--- config.mk ---
export PLATFORM = sky130hd
export DESIGN_NAME = pong_serve_ctrl
export DESIGN_NICKNAME = d
export VERILOG_FILES = /design/src/rtl/pong_serve_ctrl.sv
export SDC_FILE = /design/constraint.sdc
export NUM_CORES = 1
export LEC_CHECK = 0
export ABC_AREA = 1
export CORE_MARGIN = 4
export CORE_UTILIZATION = 23
export DETAILED_ROUTE_END_ITERATION = 12
export PLACE_DENSITY_LB_ADDON = 0.3
export SYNTH_ARGS = -nofsm -noshare
export SYNTH_HDL_FRONTEND = slang
export SYNTH_SLANG_ARGS = --single-unit
export TNS_END_PERCENT = 1
--- constraint.sdc ---
create_clock -name clk -period 1.5 [get_ports clk]
set_input_delay 0.225 -clock clk [delete_from_list [all_inputs] [get_ports clk]]
set_output_delay 0.225 -clock clk [all_outputs]
set_load 0.03 [all_outputs]
--- src/rtl/pong_serve_ctrl.sv ---
// Frame-based serve sequencer for the Pong game logic: hides, holds and releases the ball.
// Optional build macro PONG_SERVE_ALTERNATE_EN: alternate serve direction on every miss.
module pong_serve_ctrl #(
  parameter int SERVE_FRAMES = 60,
  parameter int CNT_W        = 8
) (
  input  logic             clk,
  input  logic             rst_n,
  input  logic             frame_tick,
  input  logic             start,
  input  logic             miss,
  input  logic             miss_side,
  input  logic             game_over,
  output logic             ball_en,
  output logic             serve_hold_n,
  output logic             attract,
  output logic             serve_side,
  output logic [CNT_W-1:0] hold_cnt
);

  typedef enum logic [1:0] {
    ATTRACT = 2'd0,
    HOLD    = 2'd1,
    PLAY    = 2'd2,
    OVER    = 2'd3
  } state_t;

  localparam logic [CNT_W-1:0] LAST = CNT_W'(SERVE_FRAMES - 1);

  state_t state;
  logic   game_over_q;

  function automatic logic [CNT_W-1:0] sat_inc(input logic [CNT_W-1:0] v);
    return (v >= LAST) ? LAST : v + 1'b1;
  endfunction

  function automatic logic next_side(input logic cur, input logic missed);
`ifdef PONG_SERVE_ALTERNATE_EN
    next_side = ~cur;
    if (missed) next_side = ~cur;
`else
    next_side = missed;
    if (cur) next_side = missed;
`endif
  endfunction

  always_ff @(posedge clk or negedge rst_n) begin
    if (!rst_n) begin
      state        <= ATTRACT;
      attract      <= 1'b1;
      ball_en      <= 1'b1;
      serve_hold_n <= 1'b1;
      serve_side   <= 1'b0;
      hold_cnt     <= '0;
      game_over_q  <= 1'b0;
    end else begin
      game_over_q <= game_over;
      case (state)
        ATTRACT, OVER: begin
          // start outranks a coincident miss; misses never matter here
          if (start) begin
            state        <= HOLD;
            attract      <= 1'b0;
            ball_en      <= 1'b0;
            serve_hold_n <= 1'b0;
            serve_side   <= 1'b0;
            hold_cnt     <= '0;
          end
        end
        HOLD: begin
          if (frame_tick) begin
            if (hold_cnt >= LAST) begin
              state        <= PLAY;
              ball_en      <= 1'b1;
              serve_hold_n <= 1'b1;
              hold_cnt     <= '0;
            end else begin
              hold_cnt <= sat_inc(hold_cnt);
            end
          end
        end
        PLAY: begin
          if (miss && game_over) begin
            state   <= OVER;
            attract <= 1'b1;
          end else if (miss) begin
            state        <= HOLD;
            ball_en      <= 1'b0;
            serve_hold_n <= 1'b0;
            hold_cnt     <= '0;
            serve_side   <= next_side(serve_side, miss_side);
          end else if (game_over && !game_over_q) begin
            state   <= OVER;
            attract <= 1'b1;
          end
        end
        default: begin
          state        <= ATTRACT;
          attract      <= 1'b1;
          ball_en      <= 1'b1;
          serve_hold_n <= 1'b1;
          serve_side   <= 1'b0;
          hold_cnt     <= '0;
        end
      endcase
    end
  end

endmodule

# Word level (Yosys, flattened, before mapping)
# Index checks and enable logic that the tools add are counted.
# totals
in_bits	7
reg_bits	14
wordCells	56
# classes
n_eq_ne	11
n_addsub	1
n_reduce_logical	11
n_lt_le_gt_ge	1
n_mux	26
# op_table
operator	n
8-bit two-way mux	5
8-bit one-hot mux with 3 select lines	1
4-bit AND reduction	4
2-bit two-way mux	6
1-bit two-way mux	10
2-bit inequality test (second input constant)	5
8-bit by 1-bit adder with 8-bit output (second input constant)	1
8-bit by 6-bit >= comparator with 1-bit output (second input constant)	1
3-bit inequality test (second input constant)	2
2-bit one-hot mux with 3 select lines	1
5-bit AND reduction	1
2-bit equality test (second input constant)	2
4-bit inequality test (second input constant)	1
1-bit one-hot mux with 2 select lines	2
1-bit one-hot mux with 3 select lines	1
2-bit by 1-bit equality test with 1-bit output (second input constant)	1
1-bit logical AND	2
2-bit logical NOT	1
2-bit nonzero test	1
2-bit OR reduction	1
1-bit logical NOT	1

# Logic depth before layout (Yosys ltp)
# Gate-level depths: netlist (run 1).
# depth
depth_word	6
mapped_depth	10
ltp_nobuf	9

# Worst setup path after synthesis (run 1)
# OpenSTA, ideal clock, no wires.
# synth_path
path_type	flip-flop to flip-flop
start	register hold_cnt[1]
end	register hold_cnt[2]
setup_ns	0.116
setup_slack_ns	-0.003
t_arrival_ns	1.387
stages_incl_launch_ff	7
cell_sequence	dfrtp_1 -> ha_1 -> nor2_1 -> o21ai_2 -> nand3_1 -> inv_1 -> nor2_1
# synth_via
elab_chain_cells	4
word_cells_on_any_way	5
classes_between	1 x add/sub; 1 x order compare; 3 x mux
# synth_rtl
item	line	text
start: declaration	18	output logic [CNT_W-1:0] hold_cnt
start signal: assignment	78	hold_cnt <= sat_inc(hold_cnt);
8-bit by 1-bit adder with 8-bit output / 8-bit by 6-bit >= comparator with 1-bit output (equally long branches)	34, 72	
8-bit two-way mux *	72	if (hold_cnt >= LAST) begin
8-bit two-way mux *	71	if (frame_tick) begin
8-bit one-hot mux with 3 select lines *	58	case (state)
# Mark *: on every way between the ends. The rest lies on a longest branch, timed or not. The select of a mux whose other input is x is not followed.
# A chain may end at the register's enable or synchronous reset.

# Worst setup path in the final report (run 1)
# layout_path
start	register state[1]
end	register hold_cnt[3]
# layout_via
elab_chain_cells	4
word_cells_on_any_way	11
classes_between	7 x eq/ne; 1 x mux; 3 x reduce/logical
# layout_rtl
item	line	text
start: declaration	30	state_t state;
start signal: assignment	49	state <= ATTRACT;
start signal: assignment	62	state <= HOLD;
start signal: assignment	73	state <= PLAY;
2-bit equality test / 2-bit logical NOT (equally long branches)	58	
2-bit OR reduction	58	
2-bit inequality test (no source line)	--	
4-bit AND reduction (no source line)	--	
# Parallel ways exist; a longest one is shown, timed or not.

==> impl_results.html, run 1 <==
<table>
<tr><th>Metric</th><th>Value</th></tr>
<tr><th colspan="2">Outcome</th></tr>
<tr><td>Status</td><td>complete, no violations</td></tr>
<tr><th colspan="2">Clock tree</th></tr>
<tr><td>Total clock sinks</td><td>14</td></tr>
<tr><td>Number of hold buffers added after CTS</td><td>0</td></tr>
<tr><td>Clk slew on worst S/H paths</td><td>0.09 ns</td></tr>
<tr><td>Skew-Pair Late Insertion Delay</td><td>about 0.28 ns</td></tr>
<tr><td>Clock tree from TritonCTS</td><td>yes</td></tr>
<tr><td>Number of buffers inserted during clock tree synthesis</td><td>3</td></tr>
<tr><td>Buffer type at the clock tree root</td><td>clkbuf_4</td></tr>
<tr><td>Number of buffers between clock root and the deepest sink</td><td>2</td></tr>
<tr><td>CTS H-Tree Depth</td><td>1</td></tr>
<tr><th colspan="2">Timing</th></tr>
<tr><td>Worst slew margin</td><td>79.66%</td></tr>
<tr><td>Post-route minimum period</td><td>1.466 ns</td></tr>
<tr><td>F_max</td><td>682.1 MHz</td></tr>
<tr><td>Slew at the pin with the worst max-slew slack</td><td>0.3050 ns</td></tr>
<tr><td>Total count of max-transition violations in the final report</td><td>0</td></tr>
<tr><td>Maximum clock skew at final layout</td><td>0.003372 ns</td></tr>
<tr><td>Setup repair after global routing missed its margin</td><td>true</td></tr>
<tr><td>Post-route worst setup slack</td><td>around 0.034 ns</td></tr>
<tr><td>Period Utilization, post-route</td><td>97.73%</td></tr>
<tr><td>Worst hold slack across all endpoints</td><td>0.2460 ns</td></tr>
<tr><td>Final number of hold-violating endpoints</td><td>0</td></tr>
<tr><td>Setup-failing EPs final</td><td>0</td></tr>
<tr><td>Setup TNS</td><td>0 ns</td></tr>
<tr><th colspan="2">Power</th></tr>
<tr><td>Switching share of total power</td><td>45.17%</td></tr>
<tr><td>Clock network fraction of design power</td><td>11.9%</td></tr>
<tr><td>Flop pwr share</td><td>between 20% and 30%</td></tr>
<tr><td>Combinational power share</td><td>between 50 and 60%</td></tr>
<tr><td>Leakage power figure</td><td>0.6494 nW</td></tr>
<tr><td>Highest ir drop seen on vdd</td><td>0.6439 mV</td></tr>
<tr><td>Pwr per Cell Area</td><td>1623 nW/µm²</td></tr>
<tr><td>Net load switching power</td><td>0.0008639 W</td></tr>
<tr><td>Internal power contribution</td><td>roughly 0.0010 W</td></tr>
<tr><th colspan="2">Layout</th></tr>
<tr><td>Reg area</td><td>~360 µm²</td></tr>
<tr><td>Post-route cell area</td><td>roughly 1200 µm²</td></tr>
<tr><td>Final Util</td><td>35.04%</td></tr>
<tr><td>Fillcell total</td><td>approximately 400</td></tr>
<tr><td>Layout cell share with drive strength beyond 1</td><td>between 20% and 30%</td></tr>
<tr><td>Antenna cell count</td><td>0</td></tr>
<tr><td>Growth of design area from synthesis to finish</td><td>45.82%</td></tr>
<tr><td>Multi-input combinational cell area</td><td>397.9 µm²</td></tr>
<tr><td>Number of nets in the layout</td><td>151</td></tr>
<tr><th colspan="2">Drt</th></tr>
<tr><td>Post-detailed-routing wire length</td><td>1.832 mm</td></tr>
<tr><td>Top routing layer in use</td><td>met4</td></tr>
<tr><td>Remaining DRCs</td><td>0</td></tr>
<tr><td>WL met1</td><td>793 µm</td></tr>
<tr><td>Routed len/inst</td><td>9.903 µm</td></tr>
<tr><td>Detailed-router iteration count before antenna repair</td><td>4</td></tr>
<tr><td>Remaining antenna violation count after routing</td><td>0</td></tr>
<tr><td>Via-to-Cell Ratio</td><td>3.995</td></tr>
<tr><td>Total met3 wirelength after detailed routing</td><td>50 µm</td></tr>
<tr><td>Via count</td><td>739</td></tr>
<tr><td>Violation count after the first detailed-route iteration</td><td>22</td></tr>
<tr><td>Length of routed met2 wiring</td><td>a little under 1 mm</td></tr>
<tr><th colspan="2">Min path</th></tr>
<tr><td>Worst min path class</td><td>input port to async pin</td></tr>
<tr><th colspan="2">Global route</th></tr>
<tr><td>Pin count of the biggest net entering global routing</td><td>15</td></tr>
<tr><td>Vias in the first global route</td><td>776</td></tr>
<tr><td>Global-route wire length before repair</td><td>3.056 mm</td></tr>
<tr><td>Overall track demand over capacity in global routing</td><td>8.832%</td></tr>
<tr><td>Number of antenna violations at the first check in global routing</td><td>0</td></tr>
<tr><td>Total overflow reported by the global router</td><td>0</td></tr>
<tr><th colspan="2">Placement</th></tr>
<tr><td>GP Congestion</td><td>0.7925</td></tr>
<tr><td>Worst setup timing slack at the placement stage</td><td>-0.01403 ns</td></tr>
<tr><td>Detailed Place HPWL</td><td>1.377 mm</td></tr>
<tr><td>Number of buffers added on ports</td><td>18</td></tr>
<tr><td>Cell area after placement</td><td>1096 µm²</td></tr>
<tr><th colspan="2">Synthesis</th></tr>
<tr><td>Most used flip-flop cell after synthesis</td><td>dfrtp_1</td></tr>
<tr><td>Post-synthesis sequential area ratio</td><td>43.65%</td></tr>
<tr><td>Most area-consuming cells after synthesis</td><td>dfrtp_1 37%, nand2_1 15%, inv_1 13%</td></tr>
<tr><td>Warnings, synthesis</td><td>0</td></tr>
<tr><td>Synthesized instance count</td><td>110</td></tr>
<tr><td>Top cell type by total area after synthesis</td><td>dfrtp_1</td></tr>
<tr><td>Count of cell types in the netlist</td><td>18</td></tr>
<tr><td>Leading cell type by number of instances after synthesis</td><td>nand2_1</td></tr>
<tr><td>Net count after synthesis</td><td>121</td></tr>
<tr><td>Proportion of netlist area held by the largest area contributor</td><td>37.15%</td></tr>
<tr><td>Top cell types by occurrence after synthesis</td><td>33 x nand2_1, 27 x inv_1, 12 x dfrtp_1</td></tr>
<tr><td>Post-synthesis register bit count</td><td>14</td></tr>
<tr><td>Synthesized cell area</td><td>808.3 µm²</td></tr>
<tr><td>Share of flip-flops with an asynchronous set or reset after synthesis</td><td>100.0%</td></tr>
<tr><td>Synthesized area divided by synthesized cell count</td><td>7.348 µm²</td></tr>
<tr><td>EDFF count, synth</td><td>0</td></tr>
<tr><th colspan="2">Critical path</th></tr>
<tr><td>Cell family with the largest share of critical-path delay</td><td>simple AND/OR/NAND/NOR gates</td></tr>
<tr><td>Critical path startpoint category</td><td>flop</td></tr>
<tr><td>Req. time, crit path</td><td>1.71 ns</td></tr>
<tr><td>Cell breakdown of the critical path</td><td>buf_6, ha_4, nand2_4, nand2_4, nor2_4, buf_6, nand2_2, nand2_1, nand2_1, nor2_1</td></tr>
<tr><td>Worst Path Max Fanout</td><td>8</td></tr>
<tr><td>CP Buf/Inv Count</td><td>2</td></tr>
<tr><td>Data arrival at the endpoint of the critical path</td><td>1.68 ns</td></tr>
<tr><td>CP endpoint kind</td><td>flop</td></tr>
<tr><td>Slowest cell on crit path</td><td>dfrtp_1</td></tr>
<tr><td>Kind of critical path</td><td>flop to flop</td></tr>
<tr><td>Max stage delay on crit path</td><td>0.42 ns</td></tr>
<tr><th colspan="2">Floorplanning</th></tr>
<tr><td>Core region area</td><td>~3400 µm²</td></tr>
<tr><td>Die Width</td><td>between 60 and 70 µm</td></tr>
<tr><td>Initial standard-cell utilization of the core</td><td>24.03%</td></tr>
<tr><td>IO Pins</td><td>19</td></tr>
<tr><td>Die area</td><td>4527 µm²</td></tr>
<tr><td>Die height</td><td>67.28 µm</td></tr>
<tr><td>Number of cell rows</td><td>21</td></tr>
<tr><th colspan="2">Flow run</th></tr>
<tr><td>Maxcap violations</td><td>0</td></tr>
</table>
==> state kept, by name, indices dropped and copies added (netlist names) <==
signal / count
attract: 1
game_over_q: 1
hold_cnt: 8
serve_hold_n: 1
serve_side: 1
state: 2
==> per-layer routing <==
metal,track usage [%],vias up
met2,15.21,11
met3,1.664,2
met4,4.810,0
met1,10.25,337
met5,0,-
li1,-,389
==> stage by stage <==
stage          power [W]  std cells
5_1_grt         0.002093        185
4_1_cts         0.001764        185
6_report        0.001913        185
2_1_floorplan   0.001220        110
3_5_place_dp    0.001563        181
3_3_place_gp    0.001544        181
==> worst register-to-register path: cells and delay by family, from the launching register on <==
family	cells	cell delay (ns)
buf+inv	2	0.26
simple gates	7	0.49
fa+ha+maj	1	0.22
flops	1	0.42
==> cells in the final DEF, fill, tap and decap left out, types with 3 or more instances in the layout <==
master | netlist | final
buf_4 | 1 | 7
clkbuf_4 | 0 | 3
clkdlybuf4s50_1 | 0 | 6
dfrtp_1 | 12 | 10
dlygate4sd2_1 | 0 | 12
inv_1 | 27 | 25
nand2_1 | 33 | 29
nand2_2 | 1 | 3
nand3_1 | 9 | 8
nand4_1 | 4 | 4
nor2_1 | 8 | 7
==> timing repair <==
action	CTS	global route
resized for setup	13	17
setup endpoints to repair	16	9
buffers inserted	0	1
hold endpoints to repair	0	0
pin swaps	1	5
==> area by class of cell <==
class	instances	area share, %
Clock buffer	4	2.229
Inverter	27	8.599
Multi-Input combinational cell	67	33.76
Sequential cell	14	30.15
Tap cell	46	4.883
Timing Repair Buffer	27	20.38
==> cell families after synthesis <==
family / Yosys count / synth area share (%)
and+or+nand+nor: 58 / 31.11
buffers and inverters: 29 / 14.86
AOI/OAI and AO/OA: 5 / 4.181
adders and majority gates: 4 / 6.192
DFF: 14 / 43.65
==> power groups by stage <==
stage | Combinational [W] | Clock, W | Sequential [W]
after floorplan | 0.000570 | 0 | 0.000650
after global placement | 0.00101 | 0 | 0.000538
after detailed placement | 0.00102 | 0 | 0.000544
after CTS | 0.000989 | 0.000240 | 0.000534
after global routing | 0.00127 | 0.000268 | 0.000559
final | 0.00114 | 0.000227 | 0.000546
==> worst paths after layout <==
check,start,endpoint,slack [ns],cells after the start
setup / recovery,state[1],hold_cnt[3],0.03,10
setup reg to reg,state[1],hold_cnt[3],0.03,10
hold reg to reg,attract,attract,0.48,2
hold / removal,rst_n,serve_side,0.25,2
max in group asynchronous,rst_n,serve_hold_n,1.01,2
min in group clk,attract,attract,0.48,2
No activity file was read; power rests on OpenSTA's default activity.
==> run 2, diff against run 1 <==
Settings changed: CELL_PAD_IN_SITES_DETAIL_PLACEMENT set to 1, CELL_PAD_IN_SITES_GLOBAL_PLACEMENT set to 1.
==> impl_results.html, run 2 (synthesis results as in run 1) <==
<table>
<tr><th>Metric</th><th>Value</th></tr>
<tr><th colspan="2">Min path</th></tr>
<tr><td>Worst min path class</td><td>input port to async pin</td></tr>
<tr><th colspan="2">Floorplanning</th></tr>
<tr><td>Initial standard-cell utilization of the core</td><td>about a quarter</td></tr>
<tr><td>IO Pins</td><td>19</td></tr>
<tr><td>Die Width</td><td>between 60 and 70 µm</td></tr>
<tr><td>Die height</td><td>between 60 and 70 µm</td></tr>
<tr><td>Number of cell rows</td><td>21</td></tr>
<tr><td>Core region area</td><td>3363 µm²</td></tr>
<tr><td>Die area</td><td>4527 µm²</td></tr>
<tr><th colspan="2">Timing</th></tr>
<tr><td>Setup-failing EPs final</td><td>1</td></tr>
<tr><td>Final number of hold-violating endpoints</td><td>0</td></tr>
<tr><td>Post-route minimum period</td><td>~1.5 ns</td></tr>
<tr><td>Maximum clock skew at final layout</td><td>approximately 0.0021 ns</td></tr>
<tr><td>Post-route worst setup slack</td><td>-0.005225 ns</td></tr>
<tr><td>Slew at the pin with the worst max-slew slack</td><td>0.3114 ns</td></tr>
<tr><td>F_max</td><td>664.4 MHz</td></tr>
<tr><td>Period Utilization, post-route</td><td>100.3%</td></tr>
<tr><td>Worst slew margin</td><td>between 70% and 80%</td></tr>
<tr><td>Total count of max-transition violations in the final report</td><td>0</td></tr>
<tr><td>Setup repair after global routing missed its margin</td><td>true</td></tr>
<tr><th colspan="2">Global route</th></tr>
<tr><td>Total overflow reported by the global router</td><td>0</td></tr>
<tr><td>Overall track demand over capacity in global routing</td><td>10.84%</td></tr>
<tr><td>Number of antenna violations at the first check in global routing</td><td>0</td></tr>
<tr><td>Global-route wire length before repair</td><td>~3.7 mm</td></tr>
<tr><td>Vias in the first global route</td><td>roughly 850</td></tr>
<tr><td>Pin count of the biggest net entering global routing</td><td>15</td></tr>
<tr><th colspan="2">Placement</th></tr>
<tr><td>Worst setup timing slack at the placement stage</td><td>-0.06009 ns</td></tr>
<tr><td>Detailed Place HPWL</td><td>1.612 mm</td></tr>
<tr><td>Number of buffers added on ports</td><td>18</td></tr>
<tr><td>GP Congestion</td><td>0.8200</td></tr>
<tr><td>Cell area after placement</td><td>approximately 1100 µm²</td></tr>
<tr><th colspan="2">Clock tree</th></tr>
<tr><td>Skew-Pair Late Insertion Delay</td><td>0.29 ns</td></tr>
<tr><td>Number of hold buffers added after CTS</td><td>0</td></tr>
<tr><td>Buffer type at the clock tree root</td><td>clkbuf_4</td></tr>
<tr><td>Number of buffers between clock root and the deepest sink</td><td>2</td></tr>
<tr><td>Clk slew on worst S/H paths</td><td>0.10 ns</td></tr>
<tr><td>Total clock sinks</td><td>14</td></tr>
<tr><td>Number of buffers inserted during clock tree synthesis</td><td>3</td></tr>
<tr><td>CTS H-Tree Depth</td><td>1</td></tr>
<tr><td>Clock tree from TritonCTS</td><td>yes</td></tr>
<tr><th colspan="2">Layout</th></tr>
<tr><td>Layout cell share with drive strength beyond 1</td><td>25.52%</td></tr>
<tr><td>Final Util</td><td>36.42%</td></tr>
<tr><td>Antenna cell count</td><td>0</td></tr>
<tr><td>Post-route cell area</td><td>1225 µm²</td></tr>
<tr><td>Number of nets in the layout</td><td>157</td></tr>
<tr><td>Leading cell types in the layout, fill and taps excluded</td><td>30 x nand2_1, 25 x inv_1, 13 x buf_4</td></tr>
<tr><td>Fillcell total</td><td>442</td></tr>
<tr><td>Growth of design area from synthesis to finish</td><td>51.55%</td></tr>
<tr><td>Max FFs per register</td><td>8</td></tr>
<tr><td>Reg area</td><td>approximately 350 µm²</td></tr>
<tr><td>Multi-input combinational cell area</td><td>390.4 µm²</td></tr>
<tr><td>Register name with the most flops</td><td>hold_cnt</td></tr>
<tr><td>Most frequent standard cell in the layout excluding fill and tap cells</td><td>nand2_1</td></tr>
<tr><td>Top flop regs</td><td>hold_cnt x8, state x2</td></tr>
<tr><th colspan="2">Drt</th></tr>
<tr><td>Via-to-Cell Ratio</td><td>4.209</td></tr>
<tr><td>Remaining DRCs</td><td>0</td></tr>
<tr><td>Routed len/inst</td><td>12.07 µm</td></tr>
<tr><td>Detailed-router iteration count before antenna repair</td><td>2</td></tr>
<tr><td>Post-detailed-routing wire length</td><td>2.306 mm</td></tr>
<tr><td>Remaining antenna violation count after routing</td><td>0</td></tr>
<tr><td>Via count</td><td>804</td></tr>
<tr><td>Violation count after the first detailed-route iteration</td><td>30</td></tr>
<tr><th colspan="2">Critical path</th></tr>
<tr><td>Cell family with the largest share of critical-path delay</td><td>simple AND/OR/NAND/NOR gates</td></tr>
<tr><td>Origin of the critical flop-to-flop path</td><td>state[1]</td></tr>
<tr><td>Kind of critical path</td><td>flop to flop</td></tr>
<tr><td>Cell breakdown of the critical path</td><td>buf_6, ha_4, nand2_4, nand2_4, nor2_4, buf_6, nand2_2, nand2_1, nand2_1, nor2_1</td></tr>
<tr><td>CP endpoint kind</td><td>flop</td></tr>
<tr><td>R2R setup slack</td><td>-0.005 ns</td></tr>
<tr><td>Source of the critical timing path</td><td>state[1]</td></tr>
<tr><td>Data arrival at the endpoint of the critical path</td><td>between 1.5 and 2 ns</td></tr>
<tr><td>Max stage delay on crit path</td><td>0.41 ns</td></tr>
<tr><td>CP Buf/Inv Count</td><td>2</td></tr>
<tr><td>Slowest cell on crit path</td><td>dfrtp_1</td></tr>
<tr><td>Worst Path Max Fanout</td><td>5</td></tr>
<tr><td>Req. time, crit path</td><td>1.73 ns</td></tr>
<tr><td>Critical path startpoint category</td><td>flop</td></tr>
<tr><th colspan="2">Outcome</th></tr>
<tr><td>Violated checks</td><td>negative setup slack</td></tr>
<tr><td>Status</td><td>finished, violations left</td></tr>
<tr><th colspan="2">Flow run</th></tr>
<tr><td>Maxcap violations</td><td>0</td></tr>
<tr><th colspan="2">Power</th></tr>
<tr><td>Pwr per Cell Area</td><td>approximately 1700 nW/µm²</td></tr>
<tr><td>Highest ir drop seen on vdd</td><td>0.6918 mV</td></tr>
<tr><td>Leakage power figure</td><td>0.6821 nW</td></tr>
</table>
run 2: cell count changes in the layout (fill, tap and decap cells not counted):
cell	change
nand2_2	-1
a22oi_2	+1
dfrtp_1	+1
clkbuf_1	-1
ha_4	-1
nand2_1	+1
a22oi_1	-1
clkbuf_8	+1
buf_4	+6
dfrtp_2	-1
ha_2	+1
run 2: where the power goes:
| group | leakage, nW | internal [W] | total (W) | switching [W] |
|---|---|---|---|---|
| logic | 0.481 | 0.000556 | 0.00131 | 0.000751 |
| clock network | 0.0210 | 0.000148 | 0.000294 | 0.000146 |
| registers | 0.180 | 0.000476 | 0.000535 | 0.0000588 |
| total | 0.682 | 0.00118 | 0.00214 | 0.000956 |
run 2: worst paths after layout:
check	to	cells after the start
min in group clk	serve_hold_n	2
min reg2reg	serve_hold_n	2
max reg2reg	hold_cnt[3]	10
min	hold_cnt[2]	2
max	hold_cnt[3]	10
max in group asynchronous	serve_hold_n	2
run 2: per-layer routing:
layer,up-vias,GRT usage (%),share of wire [%]
li1,398,-,-
met1,385,11.65,40
met2,17,19.51,54
met3,4,3.993,5.0
met4,0,3.544,1.5
met5,-,0,0
run 2: what timing repair did:
action	CTS	global route
cloned	0	1
setup endpoints to repair	19	12
gates resized for setup	15	14
pin swaps	0	5
setup buffers	0	4
run 2: metrics by stage:
stage	TNS [ns]	total power, W	hold slack (ns)	instances
floorplan	0	0.001220	-0.07059	110
global placement	-0.01121	0.001577	0.4642	182
detailed placement	-0.1723	0.001606	0.4686	182
CTS	-0.1947	0.001889	0.2482	186
global route	-0.5706	0.002318	0.2277	191
finish	-0.005225	0.002136	0.2361	191
run 2: cell type report:
cell class                      instances  area share, %
Tap cell                               46          4.699
Timing Repair Buffer                   33          23.29
Multi-Input combinational cell         67          31.87
Clock buffer                            4          2.962
Sequential cell                        14          28.91
Inverter                               27          8.274
